$ cat config.mk
export PLATFORM = sky130hd
export DESIGN_NAME = operand_stack_flat
export DESIGN_NICKNAME = d
export VERILOG_FILES = /design/src/rtl/operand_stack_if.sv /design/src/rtl/operand_stack.sv /design/src/flat_wrapper.sv
export SDC_FILE = /design/constraint.sdc
export NUM_CORES = 1
export LEC_CHECK = 0
export ABC_AREA = 1
export CORE_ASPECT_RATIO = 0.75
export CORE_MARGIN = 8
export CORE_UTILIZATION = 41
export CTS_CLUSTER_SIZE = 16
export DETAILED_ROUTE_END_ITERATION = 8
export GPL_TIMING_DRIVEN = 0
export PLACE_DENSITY = 0.67
export RECOVER_POWER = 25
export SLEW_MARGIN = 25
export SYNTH_ARGS = -nofsm -noshare
export SYNTH_HDL_FRONTEND = slang
export SYNTH_SLANG_ARGS = --single-unit
$ cat constraint.sdc
create_clock -name clk -period 2.25 [get_ports clk]
set_clock_uncertainty 0.1 [all_clocks]
set_input_delay 0.3375 -clock clk [delete_from_list [all_inputs] [get_ports clk]]
set_output_delay 0.3375 -clock clk [all_outputs]
set_load 0.005 [all_outputs]
$ cat src/rtl/operand_stack_if.sv
// Operand-stack bus between the control stage (master) and the stack (slave).
interface operand_stack_if #(
  parameter int unsigned DATA_WIDTH = 8,
  parameter int unsigned DEPTH      = 16
);
  logic                       push;
  logic                       pop;
  logic                       clr_err;
  logic [DATA_WIDTH-1:0]      din;
  logic [DATA_WIDTH-1:0]      tos;
  logic [DATA_WIDTH-1:0]      nos;
  logic [$clog2(DEPTH):0]     count;
  logic                       empty;
  logic                       full;
  logic                       overflow;
  logic                       underflow;

  modport master (
    output push, pop, clr_err, din,
    input  tos, nos, count, empty, full, overflow, underflow
  );

  modport slave (
    input  push, pop, clr_err, din,
    output tos, nos, count, empty, full, overflow, underflow
  );
endinterface

$ cat src/rtl/operand_stack.sv
// Hardware operand stack: registered TOS plus an array for deeper entries.
// Define STACK_BOUNDS_CHECK_EN to drop illegal push/pop and enable sticky error flags.
module operand_stack #(
  parameter int unsigned DATA_WIDTH = 8,
  parameter int unsigned DEPTH      = 16
) (
  input logic                clk,
  input logic                rst,
  operand_stack_if.slave     bus
);
  localparam int unsigned PtrW = $clog2(DEPTH);
  localparam int unsigned CntW = PtrW + 1;

  logic [DATA_WIDTH-1:0] mem_q [DEPTH];
  logic [DATA_WIDTH-1:0] tos_q, tos_d;
  logic [CntW-1:0]       count_q, count_d;
  logic [PtrW-1:0]       sp, nos_idx;
  logic [DATA_WIDTH-1:0] nos;
  logic                  mem_we;
  logic                  is_empty, is_full;

  // sp = count - 1; only meaningful when count >= 1
  assign sp       = count_q[PtrW-1:0] - PtrW'(1);
  assign nos_idx  = sp - PtrW'(1);
  assign is_empty = (count_q == '0);
  assign is_full  = (count_q == CntW'(DEPTH));
  assign nos      = (count_q >= CntW'(2)) ? mem_q[nos_idx] : '0;

`ifdef STACK_BOUNDS_CHECK_EN
  logic ovf_q, ovf_d, udf_q, udf_d;
`endif

  always_comb begin
    count_d = count_q;
    tos_d   = tos_q;
    mem_we  = 1'b0;
`ifdef STACK_BOUNDS_CHECK_EN
    ovf_d = ovf_q;
    udf_d = udf_q;
    // A fresh error set below overrides a same-cycle clear
    if (bus.clr_err) begin
      ovf_d = 1'b0;
      udf_d = 1'b0;
    end
`endif
    unique case ({bus.push, bus.pop})
      2'b10: begin
        if (is_full) begin
`ifdef STACK_BOUNDS_CHECK_EN
          ovf_d = 1'b1;
`else
          mem_we = 1'b1;
          tos_d  = bus.din;
`endif
        end else begin
          mem_we  = !is_empty;
          tos_d   = bus.din;
          count_d = count_q + CntW'(1);
        end
      end
      2'b01: begin
        if (is_empty) begin
`ifdef STACK_BOUNDS_CHECK_EN
          udf_d = 1'b1;
`endif
        end else begin
          tos_d   = nos;
          count_d = count_q - CntW'(1);
        end
      end
      2'b11: begin
        tos_d = bus.din;
        if (is_empty) count_d = CntW'(1);
      end
      default: ;
    endcase
  end

  always_ff @(posedge clk or negedge rst) begin
    if (!rst) begin
      tos_q   <= '0;
      count_q <= '0;
    end else begin
      tos_q   <= tos_d;
      count_q <= count_d;
    end
  end

  // Array contents are don't-care after reset
  always_ff @(posedge clk) begin
    if (mem_we) mem_q[sp] <= tos_q;
  end

`ifdef STACK_BOUNDS_CHECK_EN
  always_ff @(posedge clk or negedge rst) begin
    if (!rst) begin
      ovf_q <= 1'b0;
      udf_q <= 1'b0;
    end else begin
      ovf_q <= ovf_d;
      udf_q <= udf_d;
    end
  end

  assign bus.overflow  = ovf_q;
  assign bus.underflow = udf_q;
`else
  logic unused_clr_err;
  assign unused_clr_err = bus.clr_err;
  assign bus.overflow   = 1'b0;
  assign bus.underflow  = 1'b0;
`endif

  assign bus.tos   = tos_q;
  assign bus.nos   = nos;
  assign bus.count = count_q;
  assign bus.empty = is_empty;
  assign bus.full  = is_full;
endmodule

$ cat src/flat_wrapper.sv
// flat-port wrapper written by rule: the top's interface ports become plain ports
module operand_stack_flat 
#(
  parameter int unsigned DATA_WIDTH = 8,
  parameter int unsigned DEPTH      = 16
)
  (clk, rst, bus_push, bus_pop, bus_clr_err, bus_din, bus_tos, bus_nos, bus_count, bus_empty, bus_full, bus_overflow, bus_underflow);
  operand_stack_if #(.DATA_WIDTH(DATA_WIDTH), .DEPTH(DEPTH)) bus_i ();
  input logic clk;
  input logic rst;
  input wire logic [$bits(bus_i.push)-1:0] bus_push;
  input wire logic [$bits(bus_i.pop)-1:0] bus_pop;
  input wire logic [$bits(bus_i.clr_err)-1:0] bus_clr_err;
  input wire logic [$bits(bus_i.din)-1:0] bus_din;
  output wire logic [$bits(bus_i.tos)-1:0] bus_tos;
  output wire logic [$bits(bus_i.nos)-1:0] bus_nos;
  output wire logic [$bits(bus_i.count)-1:0] bus_count;
  output wire logic [$bits(bus_i.empty)-1:0] bus_empty;
  output wire logic [$bits(bus_i.full)-1:0] bus_full;
  output wire logic [$bits(bus_i.overflow)-1:0] bus_overflow;
  output wire logic [$bits(bus_i.underflow)-1:0] bus_underflow;
  assign bus_i.push = bus_push;
  assign bus_i.pop = bus_pop;
  assign bus_i.clr_err = bus_clr_err;
  assign bus_i.din = bus_din;
  assign bus_tos = bus_i.tos;
  assign bus_nos = bus_i.nos;
  assign bus_count = bus_i.count;
  assign bus_empty = bus_i.empty;
  assign bus_full = bus_i.full;
  assign bus_overflow = bus_i.overflow;
  assign bus_underflow = bus_i.underflow;
  operand_stack #(.DATA_WIDTH(DATA_WIDTH), .DEPTH(DEPTH)) u_core (.clk(clk), .rst(rst), .bus(bus_i));
endmodule
==> results of run 1 <==
-- placed cells by master (no fill, tap or decap), types with 3 or more instances in the layout --
cell             Yosys  routed
clkdlybuf4s50_1      0      23
inv_2                3      12
nand2_1            284     250
buf_2               13      13
nor2_4               1      18
edfxtp_1           128     128
buf_8                1       8
bufinv_16            0       4
ha_1                 8       5
nor2_1              33      17
ha_4                 0       3
nand2_4              4      12
nand3_1             77      44
nand3_4              0       6
buf_4                7      44
dfrtp_1             13      12
nand2_2              5      30
nand3_2              4      31
inv_1               26      14
clkinv_4             0       3
inv_4                1       3
inv_6                0       3
xor2_1               4       4
buf_12               0      11
buf_6                6      22
clkbuf_16            0      17
-- layout make-up --
type | instances | area share
plain buffers | 27 | 0.0287
clock buffers | 18 | 0.0481
clock inverters | 13 | 0.0212
inverters | 30 | 0.0143
multi-input cells | 439 | 0.279
flip-flops and latches | 141 | 0.467
well taps | 205 | 0.0287
repair buffers | 98 | 0.113
-- state kept, by name, summed over array words and instances (netlist names) --
| register | cells |
|---|---|
| u_core.bus.count | 5 |
| u_core.mem_q | 128 |
| u_core.bus.tos | 8 |
-- layer usage --
metal  up-vias  wire (microns)
met5         -               0
met4         0             180
met3        21            1670
met2       216            8760
met1      2458            7500
li1       2346               -
-- cells in the mapped netlist (all sizes together) --
library cell,instances
a21oi,3
buf,27
conb,1
dfrtp,13
edfxtp,128
fa,1
ha,8
inv,30
nand2,293
nand3,81
nand4,2
nor2,35
nor3,1
o211ai,2
o21ai,4
o22ai,2
o31ai,1
xor2,4
-- logic make-up (layout without fill, tap and decap cells) --
logic type,count (synthesis),after routing,share of synthesized area
buf+inv,57,186,0.0489
fa+ha+maj,9,9,0.0186
other cells,1,2,0.000581
xor+xnor,4,4,0.00543
compound gates,12,12,0.0126
simple gates,412,412,0.268
flops,141,141,0.646
-- worst max-delay path: cells and delay by family (launching register included) --
| family | cells | cell delay (ns) |
|---|---|---|
| adders and majority gates | 1 | 0.16 |
| buffers and inverters | 8 | 0.78 |
| and+or+nand+nor | 8 | 0.66 |
| DFF | 1 | 0.42 |
-- worst max path at each step --
stage | from | depth (start not counted) | slack, ns | endpoint
finish | u_core.bus.count[0]$_DFFE_PN0P_ | 17 | -0.62 | bus_nos[0]
global placement | u_core.bus.count[0]$_DFFE_PN0P_ | 14 | -0.85 | bus_nos[1]
global route | u_core.bus.count[0]$_DFFE_PN0P_ | 24 | -0.70 | u_core.bus.tos[2]$_DFFE_PN0P_
floorplan | u_core.bus.count[0]$_DFFE_PN0P_ | 11 | -0.05 | u_core.mem_q[0][0]$_DFFE_PP_
CTS | u_core.bus.count[0]$_DFFE_PN0P_ | 24 | -0.51 | u_core.bus.tos[2]$_DFFE_PN0P_
detailed placement | u_core.bus.count[0]$_DFFE_PN0P_ | 14 | -0.87 | bus_nos[1]
-- what timing repair did --
action                     4_1_cts  5_1_grt
pin swaps                       77       24
buffers inserted                38       28
gates cloned                     4        0
resized for setup              158       47
setup endpoints to repair      157      150
-- through the flow --
step,instances,utilization
floorplan,637,-
global placement,876,0.463
detailed placement,876,0.463
CTS,943,0.557
global route,971,0.583
finish,971,0.583
==> flow_summary.toml, run 1 <==
[outcome]
status = "finished with violations"
violations = "negative setup slack"

[worst_setup_path]
timing.rr.start = "u_core.bus.count[0]$_DFFE_PN0P_"
path_class = "reg2out"
arrival_ns = 2.44
setup.worst_path.end_class = "output port"
path_cells = "buf_6 -> inv_8 -> buf_8 -> ha_4 -> inv_4 -> nand2_4 -> nand2_4 -> nand2_4 -> nand2_4 -> buf_4 -> buf_6 -> nand2_1 -> nand2_1 -> nand2_2 -> nand3_2 -> inv_2 -> buf_6"
crit_required_ns = 1.81
r2r_slack_ns = -0.61
reg2reg_depth = 24
start_kind = "flop"
crit_path_max_incr_delay_ns = 0.42
cp_slowest_cell = "dfrtp_1"
cp_max_fo = 5
cp_common_cell = "nand2_4"
reg2reg_to = "u_core.bus.tos[2]$_DFFE_PN0P_"

[clock_network]
tritoncts = "built"
cts_buffers = 17
hold_buffers = 0
path_clk_slew_ns = 0.06
clk_latency_ns = 0.41
cts_sinks = 141
cts_root_buf = "clkbuf_16"
cts_buffer_depth = 2
htreeDepth = 4

[sta]
holdWs_ns = 0.298
worst-slew-pin-transition_ns = 0.824
hold_viol_final = 0
fin_ws_ns = -0.623
rsz0062_at_grt = "yes"
min_period_ns = 2.87
setup_tns_ns = -12.12
drv_slew = 0
slew_headroom = 0.451
fmax_ghz = 0.348
setup_viol = 69
finalCritPeriodShare = 1.28

[synth]
synth_area_sq_um = 6450
yosysSeqAreaShare = 0.646
ys_ff_latch = 141
synth_area_leaders = "edfxtp_1 60%, nand2_1 17%, nand3_1 6.0%"
yosysWarnings = 0
syn-instance-count = 636
synth_top_cell_by_area = "edfxtp_1"
synth_cell_types = 30
synth.top_cell.area_share = 0.596
syn_area_per_cell_sq_um = 10.1

[route]
routed_wl_microns = 18100
wl_per_cell_microns = 18.6
drc = 0
vias = 5041
drtIter0Drc = 499
ant_nets = 0
vias_per_cell = 5.19
first_pass_iters = 5

[grt]
grt_max_degree = 19
grt_util_met1 = 0.239
grt.total_usage = 0.174
grt-ovfl-total = 0
globalRouteMet3Util = 0.0330
met2_usage = 0.276
busiest_layer = "met2"
grt_pass1_wl_microns = 26900
antenna_found_initial = 0
grt_pass1_vias = 4913

[cells_and_area]
nFillCells = 1205
synthToLayoutAreaGrowth_pct = 38.4
nets = 776
seq_area_sq_um = 4170
multi_input_area_sq_um = 2490
drive_above_1_share = 0.325
diodes = 0
post-route-cell-area_sq_um = 8930

[placement]
port_buffers = 34
gp_congestion = 0.905
hpwl_microns = 10800
post-place-ws_ns = -0.871
place_area_sq_um = 7090

[run]
drv_cap = 0

[floorplanning]
initial_core_util = 0.421
die_w_microns = 161
io_pins = 38
rows = 39
die_h_microns = 125
dieArea_sq_um = 20000
coreArea_sq_um = 15300

[min_path]
hp-class = "in2async"
Power of run 1 is not shown: default switching activity piles up to over one toggle a cycle in this logic, so the estimate is an artifact.
==> inputs of run 2 (changes only) <==
--- a/config.mk
+++ b/config.mk
@@ -14,7 +14,7 @@
 export GPL_TIMING_DRIVEN = 0
 export PLACE_DENSITY = 0.67
 export RECOVER_POWER = 25
-export SLEW_MARGIN = 25
+export SLEW_MARGIN = 20
 export SYNTH_ARGS = -nofsm -noshare
 export SYNTH_HDL_FRONTEND = slang
 export SYNTH_SLANG_ARGS = --single-unit
==> results of run 2 <==
The final DEF is identical to that of run 1; final timing and power are the same.
Power of run 2 is left out for the same reason.
==> inputs of run 3 (changes only) <==
--- a/config.mk
+++ b/config.mk
@@ -8,11 +8,11 @@
 export ABC_AREA = 1
 export CORE_ASPECT_RATIO = 0.75
 export CORE_MARGIN = 8
-export CORE_UTILIZATION = 41
+export CORE_UTILIZATION = 45
 export CTS_CLUSTER_SIZE = 16
 export DETAILED_ROUTE_END_ITERATION = 8
 export GPL_TIMING_DRIVEN = 0
-export PLACE_DENSITY = 0.67
+export PLACE_DENSITY = 0.71
 export RECOVER_POWER = 25
 export SLEW_MARGIN = 20
 export SYNTH_ARGS = -nofsm -noshare
==> flow_summary.toml, run 3 (synthesis gave the netlist of run 1 again) <==
[floorplanning]
initial_core_util = 0.454
coreArea_sq_um = 14200
rows = 38
io_pins = 38
die_w_microns = 154
dieArea_sq_um = 18500
die_h_microns = 120

[sta]
rsz0062_at_grt = "yes"
fmax_ghz = 0.354
hold_viol_final = 0
worst-slew-pin-transition_ns = 0.752
min_period_ns = 2.82
slew_headroom = 0.498
finalCritPeriodShare = 1.25
fin_ws_ns = -0.571
drv_slew = 0
setup_viol = 48

[worst_setup_path]
cp_slowest_cell = "dfrtp_2"
cp_common_cell = "buf_6"
r2r_slack_ns = -0.29
crit_buf_inv = 7
setup.worst_path.end_class = "output port"
critical_path.top_delay_family = "buffers and inverters"
path_class = "reg2out"
timing.rr.start = "u_core.bus.count[0]$_DFFE_PN0P_"
crit_path_max_incr_delay_ns = 0.40
cp.depth = 15
start_kind = "flop"
crit_required_ns = 1.81
reg2reg_depth = 20
reg2reg_to = "u_core.bus.tos[2]$_DFFE_PN0P_"
cp_max_fo = 5
path_cells = "buf_6 -> inv_6 -> buf_12 -> ha_4 -> nor2_4 -> buf_6 -> buf_8 -> nand3_2 -> nand2_1 -> nand2_1 -> nand2_2 -> nand2_2 -> nand3_4 -> inv_2 -> buf_6"
arrival_ns = 2.38

[placement]
post-place-ws_ns = -0.918
place_inst = 851
gp_congestion = 0.963
hpwl_microns = 10700
port_buffers = 34

[route]
vias = 5052
routed_wl_microns = 17800
drc = 0
ant_nets = 0
vias_per_cell = 5.47
drtIter0Drc = 527
first_pass_iters = 5
wl_per_cell_microns = 19.3

[clock_network]
cts_buffer_depth = 2
tritoncts = "built"
cts_root_buf = "clkbuf_16"
cts_sinks = 141
clk_latency_ns = 0.42
hold_buffers = 0
htreeDepth = 4
cts_buffers = 17
path_clk_slew_ns = 0.06

[cells_and_area]
nets = 752
top_register = "u_core.mem_q"
multi_input_area_sq_um = 2560
synthToLayoutAreaGrowth_pct = 34.4
nFillCells = 1051
seq_area_sq_um = 4180
final_cells = 923
largest_reg_flops = 128
final_common_cell = "nand2_1"
drive_above_1_share = 0.338
diodes = 0
layout_common_cells = "228 x nand2_1, 128 x edfxtp_1, 48 x nand3_1"

[grt]
grt_pass1_wl_microns = 26800
antenna_found_initial = 0
grt_pass1_vias = 4812
grt-ovfl-total = 0
grt_max_degree = 19
grt.total_usage = 0.189

[outcome]
status = "finished with violations"
violations = "negative setup slack"

[min_path]
hp-class = "in2async"

[run]
drv_cap = 0
run 3: cell count changes in the layout (fill, tap and decap cells not counted), moves of 5 or more:
cell	before	now
nand2_1	250	228
buf_12	11	5
dfrtp_1	12	7
buf_4	44	30
nand3_2	31	26
dfrtp_2	1	6
nand2_2	30	45
nand2_4	12	19
run 3: routing by layer:
metal / wire [microns] / track usage
met3: 1480 / 0.0492
met4: 276 / 0.0501
met5: 0 / 0
met1: 7740 / 0.263
met2: 8310 / 0.291
run 3: how the worst max path moves through the flow:
stage	start	to	slack, ns
5_1_grt	u_core.bus.count[0]$_DFFE_PN0P_	bus_nos[2]	-0.62
3_3_place_gp	u_core.bus.count[0]$_DFFE_PN0P_	bus_nos[3]	-0.93
6_report	u_core.bus.count[0]$_DFFE_PN0P_	bus_nos[2]	-0.57
2_1_floorplan	u_core.bus.count[0]$_DFFE_PN0P_	u_core.mem_q[0][0]$_DFFE_PP_	-0.05
4_1_cts	u_core.bus.count[0]$_DFFE_PN0P_	bus_nos[2]	-0.46
3_5_place_dp	u_core.bus.count[0]$_DFFE_PN0P_	bus_nos[3]	-0.92
run 3: cell type report:
cell class                      count  area share
Timing Repair Buffer               74      0.0817
Clock buffer                       17      0.0491
Tap cell                          180      0.0260
Inverter                           30      0.0144
Multi-Input combinational cell    439       0.296
Sequential cell                   141       0.482
Buffer                             27      0.0290
Clock inverter                     15      0.0224
run 3: worst reg2reg max path, delay by kind of cell (launching register included):
kind	cells	cell delay, ns
DFF	1	0.40
buffers and inverters	9	0.95
and+or+nand+nor	10	0.82
adders and majority gates	1	0.17
run 3: stage by stage:
step	utilization	hold WS [ns]	TNS (ns)	cell area [sq um]
2_1_floorplan	-	-0.0581	-5.65	6500
6_report	0.610	0.260	-9.44	8670
5_1_grt	0.610	0.281	-14.79	8670
3_5_place_dp	0.497	0.582	-86.65	7060
3_3_place_gp	0.497	0.564	-84.45	7060
4_1_cts	0.582	0.196	-6.65	8280
run 3: what timing repair did:
item,CTS,global route
buffers inserted,21,16
setup endpoints to repair,159,146
pin swaps,71,41
gates cloned,3,0
gates resized for setup,154,79
endpoints found under the hold margin,0,0
Power of run 3 is left out for the same reason.
